[config.mk]
export PLATFORM = sky130hd
export DESIGN_NAME = axi_lite_slave_regs
export DESIGN_NICKNAME = d
export VERILOG_FILES = /design/src/rtl/axi_lite_slave_regs.sv
export SDC_FILE = /design/constraint.sdc
export NUM_CORES = 1
export LEC_CHECK = 0
export ABC_AREA = 1
export CELL_PAD_IN_SITES_DETAIL_PLACEMENT = 2
export CELL_PAD_IN_SITES_GLOBAL_PLACEMENT = 2
export CORE_UTILIZATION = 29
export CTS_BUF_LIST = sky130_fd_sc_hd__clkbuf_8
export CTS_CLUSTER_DIAMETER = 120
export DETAILED_ROUTE_END_ITERATION = 16
export PLACE_DENSITY = 0.85
export SYNTH_ARGS = -nofsm -noshare
export SYNTH_HDL_FRONTEND = slang
export SYNTH_SLANG_ARGS = --single-unit
[constraint.sdc]
create_clock -name aclk -period 2.2 [get_ports aclk]
set_clock_uncertainty 0.2 [all_clocks]
set_input_delay 0.22 -clock aclk [delete_from_list [all_inputs] [get_ports aclk]]
set_output_delay 0.22 -clock aclk [all_outputs]
set_load 0.005 [all_outputs]
[src/rtl/axi_lite_slave_regs.sv]
// rtl/axi_lite_slave_regs.sv - AXI4-Lite slave register file with byte-strobed writes and registered reads
// Optional: define AXIL_SLV_ERR_EN to answer out-of-range accesses with SLVERR instead of aliasing.
module axi_lite_slave_regs #(
  parameter int ADDR_WIDTH = 32,
  parameter int DATA_WIDTH = 32,
  parameter int NUM_REGS   = 16
) (
  input  logic                           aclk,
  input  logic                           arst,
  input  logic [ADDR_WIDTH-1:0]          axi_awaddr,
  input  logic                           axi_awvalid,
  output logic                           axi_awready,
  input  logic [DATA_WIDTH-1:0]          axi_wdata,
  input  logic [DATA_WIDTH/8-1:0]        axi_wstrb,
  input  logic                           axi_wvalid,
  output logic                           axi_wready,
  output logic [1:0]                     bresp,
  output logic                           bvalid,
  input  logic                           bready,
  input  logic [ADDR_WIDTH-1:0]          axi_araddr,
  input  logic                           axi_arvalid,
  output logic                           axi_arready,
  output logic [DATA_WIDTH-1:0]          axi_rdata,
  output logic                           axi_rvalid,
  output logic [1:0]                     axi_rresp,
  input  logic                           axi_rready,
  output logic [NUM_REGS*DATA_WIDTH-1:0] regs_out
);

  localparam int STRB_W   = DATA_WIDTH / 8;
  localparam int ADDR_LSB = $clog2(STRB_W);
  localparam int IDX_W    = $clog2(NUM_REGS);
  localparam int IDX_TOP  = ADDR_LSB + IDX_W;

  typedef enum logic {W_COLLECT, W_RESP} w_state_t;
  typedef enum logic {R_IDLE, R_DATA} r_state_t;

  w_state_t w_state, w_state_nxt;
  r_state_t r_state, r_state_nxt;

  logic [DATA_WIDTH-1:0] regs [NUM_REGS];

  logic                  aw_full, w_full;
  logic [ADDR_WIDTH-1:0] aw_addr_q;
  logic [DATA_WIDTH-1:0] w_data_q;
  logic [STRB_W-1:0]     w_strb_q;

  logic             aw_hs, w_hs, b_hs, ar_hs, r_hs, commit;
  logic [IDX_W-1:0] w_idx, r_idx;
  logic             w_ok, r_ok;
  logic [1:0]       w_resp, r_resp;
  logic             unused_addr;

  assign aw_hs  = axi_awvalid & axi_awready;
  assign w_hs   = axi_wvalid & axi_wready;
  assign b_hs   = bvalid & bready;
  assign ar_hs  = axi_arvalid & axi_arready;
  assign r_hs   = axi_rvalid & axi_rready;
  // Commit only once both holding registers are full, one edge after the last handshake.
  assign commit = (w_state == W_COLLECT) & aw_full & w_full;

  assign w_idx = aw_addr_q[ADDR_LSB +: IDX_W];
  assign r_idx = axi_araddr[ADDR_LSB +: IDX_W];

`ifdef AXIL_SLV_ERR_EN
  assign w_ok   = (aw_addr_q >> IDX_TOP) == '0;
  assign r_ok   = (axi_araddr >> IDX_TOP) == '0;
  assign w_resp = w_ok ? 2'b00 : 2'b10;
  assign r_resp = r_ok ? 2'b00 : 2'b10;
`else
  assign w_ok   = 1'b1;
  assign r_ok   = 1'b1;
  assign w_resp = 2'b00;
  assign r_resp = 2'b00;
`endif

  // Byte-offset bits (and, when aliasing, the upper bits) never select anything.
  assign unused_addr = ^{aw_addr_q, axi_araddr};

  always_ff @(posedge aclk or negedge arst) begin
    if (!arst) begin
      w_state <= W_COLLECT;
      r_state <= R_IDLE;
    end else begin
      w_state <= w_state_nxt;
      r_state <= r_state_nxt;
    end
  end

  always_comb begin
    w_state_nxt = w_state;
    case (w_state)
      W_COLLECT: if (commit) w_state_nxt = W_RESP;
      W_RESP:    if (b_hs)   w_state_nxt = W_COLLECT;
      default:               w_state_nxt = W_COLLECT;
    endcase
  end

  always_comb begin
    r_state_nxt = r_state;
    case (r_state)
      R_IDLE:  if (ar_hs) r_state_nxt = R_DATA;
      R_DATA:  if (r_hs)  r_state_nxt = R_IDLE;
      default:            r_state_nxt = R_IDLE;
    endcase
  end

  always_ff @(posedge aclk or negedge arst) begin
    if (!arst) begin
      axi_awready <= 1'b0;
      axi_wready  <= 1'b0;
      aw_full     <= 1'b0;
      w_full      <= 1'b0;
      aw_addr_q   <= '0;
      w_data_q    <= '0;
      w_strb_q    <= '0;
      bvalid      <= 1'b0;
      bresp       <= 2'b00;
    end else if (w_state == W_COLLECT) begin
      if (aw_hs) begin
        aw_full   <= 1'b1;
        aw_addr_q <= axi_awaddr;
      end
      if (w_hs) begin
        w_full   <= 1'b1;
        w_data_q <= axi_wdata;
        w_strb_q <= axi_wstrb;
      end
      // Each ready stays low from its handshake until the response is consumed.
      axi_awready <= ~(aw_full | aw_hs);
      axi_wready  <= ~(w_full | w_hs);
      if (commit) begin
        aw_full <= 1'b0;
        w_full  <= 1'b0;
        bvalid  <= 1'b1;
        bresp   <= w_resp;
      end
    end else if (b_hs) begin
      bvalid      <= 1'b0;
      axi_awready <= 1'b1;
      axi_wready  <= 1'b1;
    end
  end

  always_ff @(posedge aclk or negedge arst) begin
    if (!arst) begin
      for (int i = 0; i < NUM_REGS; i++) regs[i] <= '0;
    end else if (commit && w_ok) begin
      for (int b = 0; b < STRB_W; b++) begin
        if (w_strb_q[b]) regs[w_idx][b*8 +: 8] <= w_data_q[b*8 +: 8];
      end
    end
  end

  // Read data samples the pre-commit register value on a same-edge write.
  always_ff @(posedge aclk or negedge arst) begin
    if (!arst) begin
      axi_arready <= 1'b0;
      axi_rvalid  <= 1'b0;
      axi_rdata   <= '0;
      axi_rresp   <= 2'b00;
    end else if (r_state == R_IDLE) begin
      axi_arready <= ~ar_hs;
      if (ar_hs) begin
        axi_rvalid <= 1'b1;
        axi_rdata  <= r_ok ? regs[r_idx] : '0;
        axi_rresp  <= r_resp;
      end
    end else if (r_hs) begin
      axi_rvalid  <= 1'b0;
      axi_arready <= 1'b1;
    end
  end

  for (genvar g = 0; g < NUM_REGS; g++) begin : g_regs_out
    assign regs_out[g*DATA_WIDTH +: DATA_WIDTH] = regs[g];
  end

endmodule

Word level (Yosys, flattened, before mapping)
Cells that the tools add are included.

Flip-flop bits (word level): 595. Output and inout port bits: 553. Logic and storage cells: 105.

Order comparisons: 3. Equality and inequality tests: 2. Multiplexer cells: 43. Bitwise operators: 16. Reductions and logical operators: 12.

Operator list (count): $mux W512 (7); $bwmux W512 (4); $demux W32 S4 (4); $bmux W32 S4 (1); $mux W32 (3); $mux W24 (1); $mux W1 (19); $mux W16 (1); $reduce_and A2 Y1 (7); $ge A5 B5 Y1 const B (2); $not A4 Y5 (2); $mux W8 (1); $reduce_bool A2 Y1 (4); $and A1 B1 Y1 (7); $lt A5 B1 Y1 const B (1); $not A1 Y1 (5); $ne A2 B1 Y1 const B (2); $pmux W1 S2 (2); $or A1 B1 Y1 (2); $logic_and A1 B1 Y1 (1).

Logic depth before layout (Yosys ltp)
Depth in word-level cells: 16. Gate-level depth with buffers: 12. Depth with buffers taken out: 9.

Worst setup path after synthesis
No wires, ideal clock.

Path kind: register to register. From: register w_state. To: register regs, in the netlist regs_out[125]. Library setup time: 0.133 ns. Data arrival time: 1.368 ns. Required time: 1.867 ns. Slack: 0.499 ns. Cell stages (with the launch flop): 9. Path buffers: 2. Period minus slack after synthesis: 1.701 ns. Path through: dfrtp_1 -> inv_2 -> nand3_4 -> nor2_4 -> buf_8 -> nand2_2 -> buf_6 -> nand2_1 -> o21ai_0.

Longest elaborated chain between the ends: 3.

RTL lines: from (decl) (line 38) `w_state_t w_state, w_state_nxt;`; from (signal assigned) (line 85) `w_state <= w_state_nxt;`; $not A1 Y1 (no source line); $and A1 B1 Y1 (2 in a row) (line 60) `assign commit = (w_state == W_COLLECT) & aw_full & w_full;`; to (signal, indexed assignment) (line 150) `if (w_strb_q[b]) regs[w_idx][b*8 +: 8] <= w_data_q[b*8 +: 8];`; to (decl) (line 41) `logic [DATA_WIDTH-1:0] regs [NUM_REGS];`.

No other way between the ends. A chain may end at the register's enable or synchronous reset.

Final worst setup path
From: register regs, in the netlist regs_out[218]. To: output regs_out[218].

RTL lines: to (decl) (line 27) `output logic [NUM_REGS*DATA_WIDTH-1:0] regs_out`.

No word-level cell between the ends.

==> metrics.md <==
| Metric | Value |
|---|---|
| CTS buffer count | about 110 |
| Via count | 29278 |
| Vias in the first global route | 32385 |
| Bufs on Longest Clock Path | 3 |
| Kind of start point of the critical path | register |
| Hold Crit Class | in -> async |
| Clock period minus worst slack | about 2.2 ns |
| Placed Area | roughly 34000 um2 |
| Fin Hold WS | roughly 0.13 ns |
| Final net count | roughly 4200 |
| Hold Fails Final Rpt | 0 |
| Sequential fraction of the synthesis area | 0.559 |
| Detail Route Antenna Nets | 0 |
| Critical-path cell list | clkdlybuf4s50_1 |
| Simple-gate portion of the synthesized area | 0.289 |
| Met2 global-route usage | 0.534 |
| Die width | 304 um |
| Post-route worst setup slack | -0.0248 ns |
| Critical path class | reg -> out |
| Area leader, netlist | dfrtp_1 |
| Slew Limit Fails | 0 |
| Drt drc | 0 |
| RSZ-0062 raised after global routing | yes |
| Placed cell count | 4925 |
| Port bufs | approximately 600 |
| Overall routed net length | around 150 mm |
| # rows | between 100 and 150 |
| Fin crit share | 1.01 |
| Fraction of layout cells with a size suffix above 1 | 0.138 |
| Largest family of logic cells by synthesized area | simple AND/OR/NAND/NOR gates |
| Slowest CP cell | clkdlybuf4s50_1 |
| Commonest cells in the netlist | 1363 x nand2_1, 593 x dfrtp_1, 523 x o21ai_0, 387 x nand3_1, 114 x clkbuf_1 |
| Static Leakage | 19.0 nW |
| Area contributors post-synth | dfrtp_1 56%, nand2_1 19%, o21ai_0 9.9% |
| Worst slew pin tran | 0.883 ns |
| F_max | 449 MHz |
| Placer Congestion | roughly 0.84 |
| Netlist cell types | 22 |
| WP buf/inv | 1 |
| Vias per cell | ~5.5 |
| PwrDens | 1340 nW/um2 |
| Synth top area share | 0.559 |
| CTS Sinks | between 500 and 600 |
| YS warnings | 0 |
| Most crowded layer after global routing | met2 |
| M3 GR Usage | 0.0645 |
| CTS tree | built |
| Initial Util | 0.294 |
| H-tree Lvls | 3 |
| Synth Area in Compound Gates | 0.105 |
| GRT met1 Usage | 0.374 |
| XOR/XNOR Fraction of Synth Area | 0 |
| Slew margin rel. | 0.411 |
| Largest net degree at the start of global routing | 70 |
| # IOs | 660 |
| Most frequent cell after synthesis | nand2_1 |
| Synth Register Bits | about 600 |
| Area Overhead vs Synth | 44.9% |
| Congestion Overflow GR | 0 |
| Skew-Pair Late Insertion Delay | 0.79 ns |
| EDFF count, synth | 0 |
| Crit-path max FO | 3 |
| First-pass GRT wire length | 221 mm |
| Largest stage delay on the critical path | between 0.5 and 0.6 ns |
| Initial DRT Pass Iterations | 5 |
| Root Driver | clkbuf_8 |
| Violated checks | negative setup slack |
| Crit path DAT | 1.80 ns |
| Crit path capture type | primary output |
| Multiplexer area fraction after synthesis | 0 |
| Initial antenna violation count | 5 |
| Post-synthesis cell count | roughly 3200 |
| CP required | ~1.8 ns |
| MaxCap Viol Count | 0 |
| Maximum vdd drop | 0.701 mV |
| Final setup viols | 2 |
| Final Non-Filler Cells | around 5400 |
| Detailed placement HPWL | 93.4 mm |
| First DRT Iteration DRCs | 1838 |
| Post-Synth Adder-Cell Area | 0 |
| Top delay family on crit path | buffers and inverters |
| Synthesized cell area | between 20000 and 30000 um2 |
| WL/cell | approximately 28 um |
| Ys flop type | dfrtp_1 |
| GR Util All Layers | 0.318 |
| Core ar. | 90300 um2 |
| Clk slew on worst S/H paths | around 0.070 ns |
| Synth async-reset ratio | 1.00 |
| Status | complete, but fails checks |
| Syn Area/Cell | a little over 8 um2 |
| Final instance area | about 38000 um2 |
| Die Y | approximately 300 um |
| DIE AREA | 92700 um2 |
[cell usage in the layout, fill, tap and decap left out, types with 10 or more instances in the layout]
| cell type | n |
|---|---|
| clkbuf_8 | 144 |
| buf_12 | 37 |
| dfrtp_2 | 19 |
| nor2_2 | 15 |
| dlymetal6s2s_1 | 10 |
| nand3_1 | 387 |
| clkinv_2 | 21 |
| clkdlybuf4s50_1 | 375 |
| nand2_4 | 39 |
| o21ai_0 | 522 |
| dlygate4sd2_1 | 209 |
| buf_4 | 276 |
| nand2_1 | 1363 |
| o21ai_1 | 35 |
| dfrtp_1 | 574 |
| dlygate4sd3_1 | 49 |
| inv_1 | 72 |
[worst reg2reg max path, delay by kind of cell, from the launching register on]
| kind | cells | cell delay (ns) |
|---|---|---|
| flip-flops | 1 | 0.37 |
| buffers and inverters | 1 | 0.23 |
| AND/OR/NAND/NOR | 3 | 0.90 |
| AO/OA/AOI/OAI | 1 | 0.34 |
[timing repair]
item                                    in CTS  in global routing
endpoints found under the setup margin     339                 78
gates resized for setup                    226                 19
gates cloned                                 0                  1
setup buffers                              163                 21
pin swaps                                    0                  2
hold buffers                                50                  0
endpoints found under the hold margin      670                  0
[path summary, 6_finish.rpt]
path / depth (start not counted) / slack [ns] / end / start
min in group aclk: 4 / 0.21 / aw_addr_q[4] / axi_awvalid
setup reg to reg: 5 / 0.05 / regs_out[495] / aw_addr_q[2]
hold / removal: 3 / 0.13 / regs_out[470] / arst
setup / recovery: 1 / -0.02 / regs_out[218] / regs_out[218]
hold reg to reg: 2 / 0.28 / axi_rdata[21] / axi_rdata[21]
max in group asynchronous: 3 / 1.25 / regs_out[424] / arst
[routing by layer]
layer | routed length [um] | vias to the layer above
met1 | 59400 | 15136
met5 | 26 | -
met3 | 9370 | 499
met2 | 73600 | 1374
li1 | - | 12265
met4 | 10300 | 4
[power by group]
group / internal (mW) / switching (mW) / leakage, nW
logic: 9.52 / 11.6 / 9.63
clock network: 5.97 / 5.43 / 1.30
registers: 14.9 / 4.05 / 8.03
total: 30.4 / 21.1 / 19.0
[state kept, by name, summed over array words and instances, names as in the netlist]
register     count
w_full           1
regs_out       512
r_state          1
axi_rdata       32
w_state          1
w_data_q        32
axi_wready       1
w_strb_q         4
axi_rvalid       1
aw_addr_q        4
bvalid           1
axi_awready      1
aw_full          1
axi_arready      1
[final cells by class]
| cell class | count | area (um2) |
|---|---|---|
| well taps | 1176 | 1470 |
| multi-input cells | 2376 | 10500 |
| clock buffers | 144 | 1980 |
| diodes | 3 | 7.51 |
| fillers | 9890 | 51800 |
| flip-flops and latches | 593 | 14900 |
| clock inverters | 54 | 295 |
| repair buffers | 963 | 9120 |
| inverters | 52 | 209 |
[logic make-up (layout without fill, tap and decap cells)]
kind of cell    Yosys count  after routing
compound gates          559            559
buf+inv                 275           1213
flops                   593            593
other cells               1              7
simple gates           1813           1813
[stage by stage]
stage	util	setup WS [ns]	power, mW	TNS [ns]
after floorplan	-	0.499	24.4	0
after global placement	0.381	0.195	36.7	0
after detailed placement	0.381	0.147	37.8	0
after CTS	0.423	0.000163	50.2	0
after global routing	0.426	-0.0584	53.7	-0.481
final	0.426	-0.0248	51.5	-0.0430
Note: power is estimated with default switching activity, not from simulation.
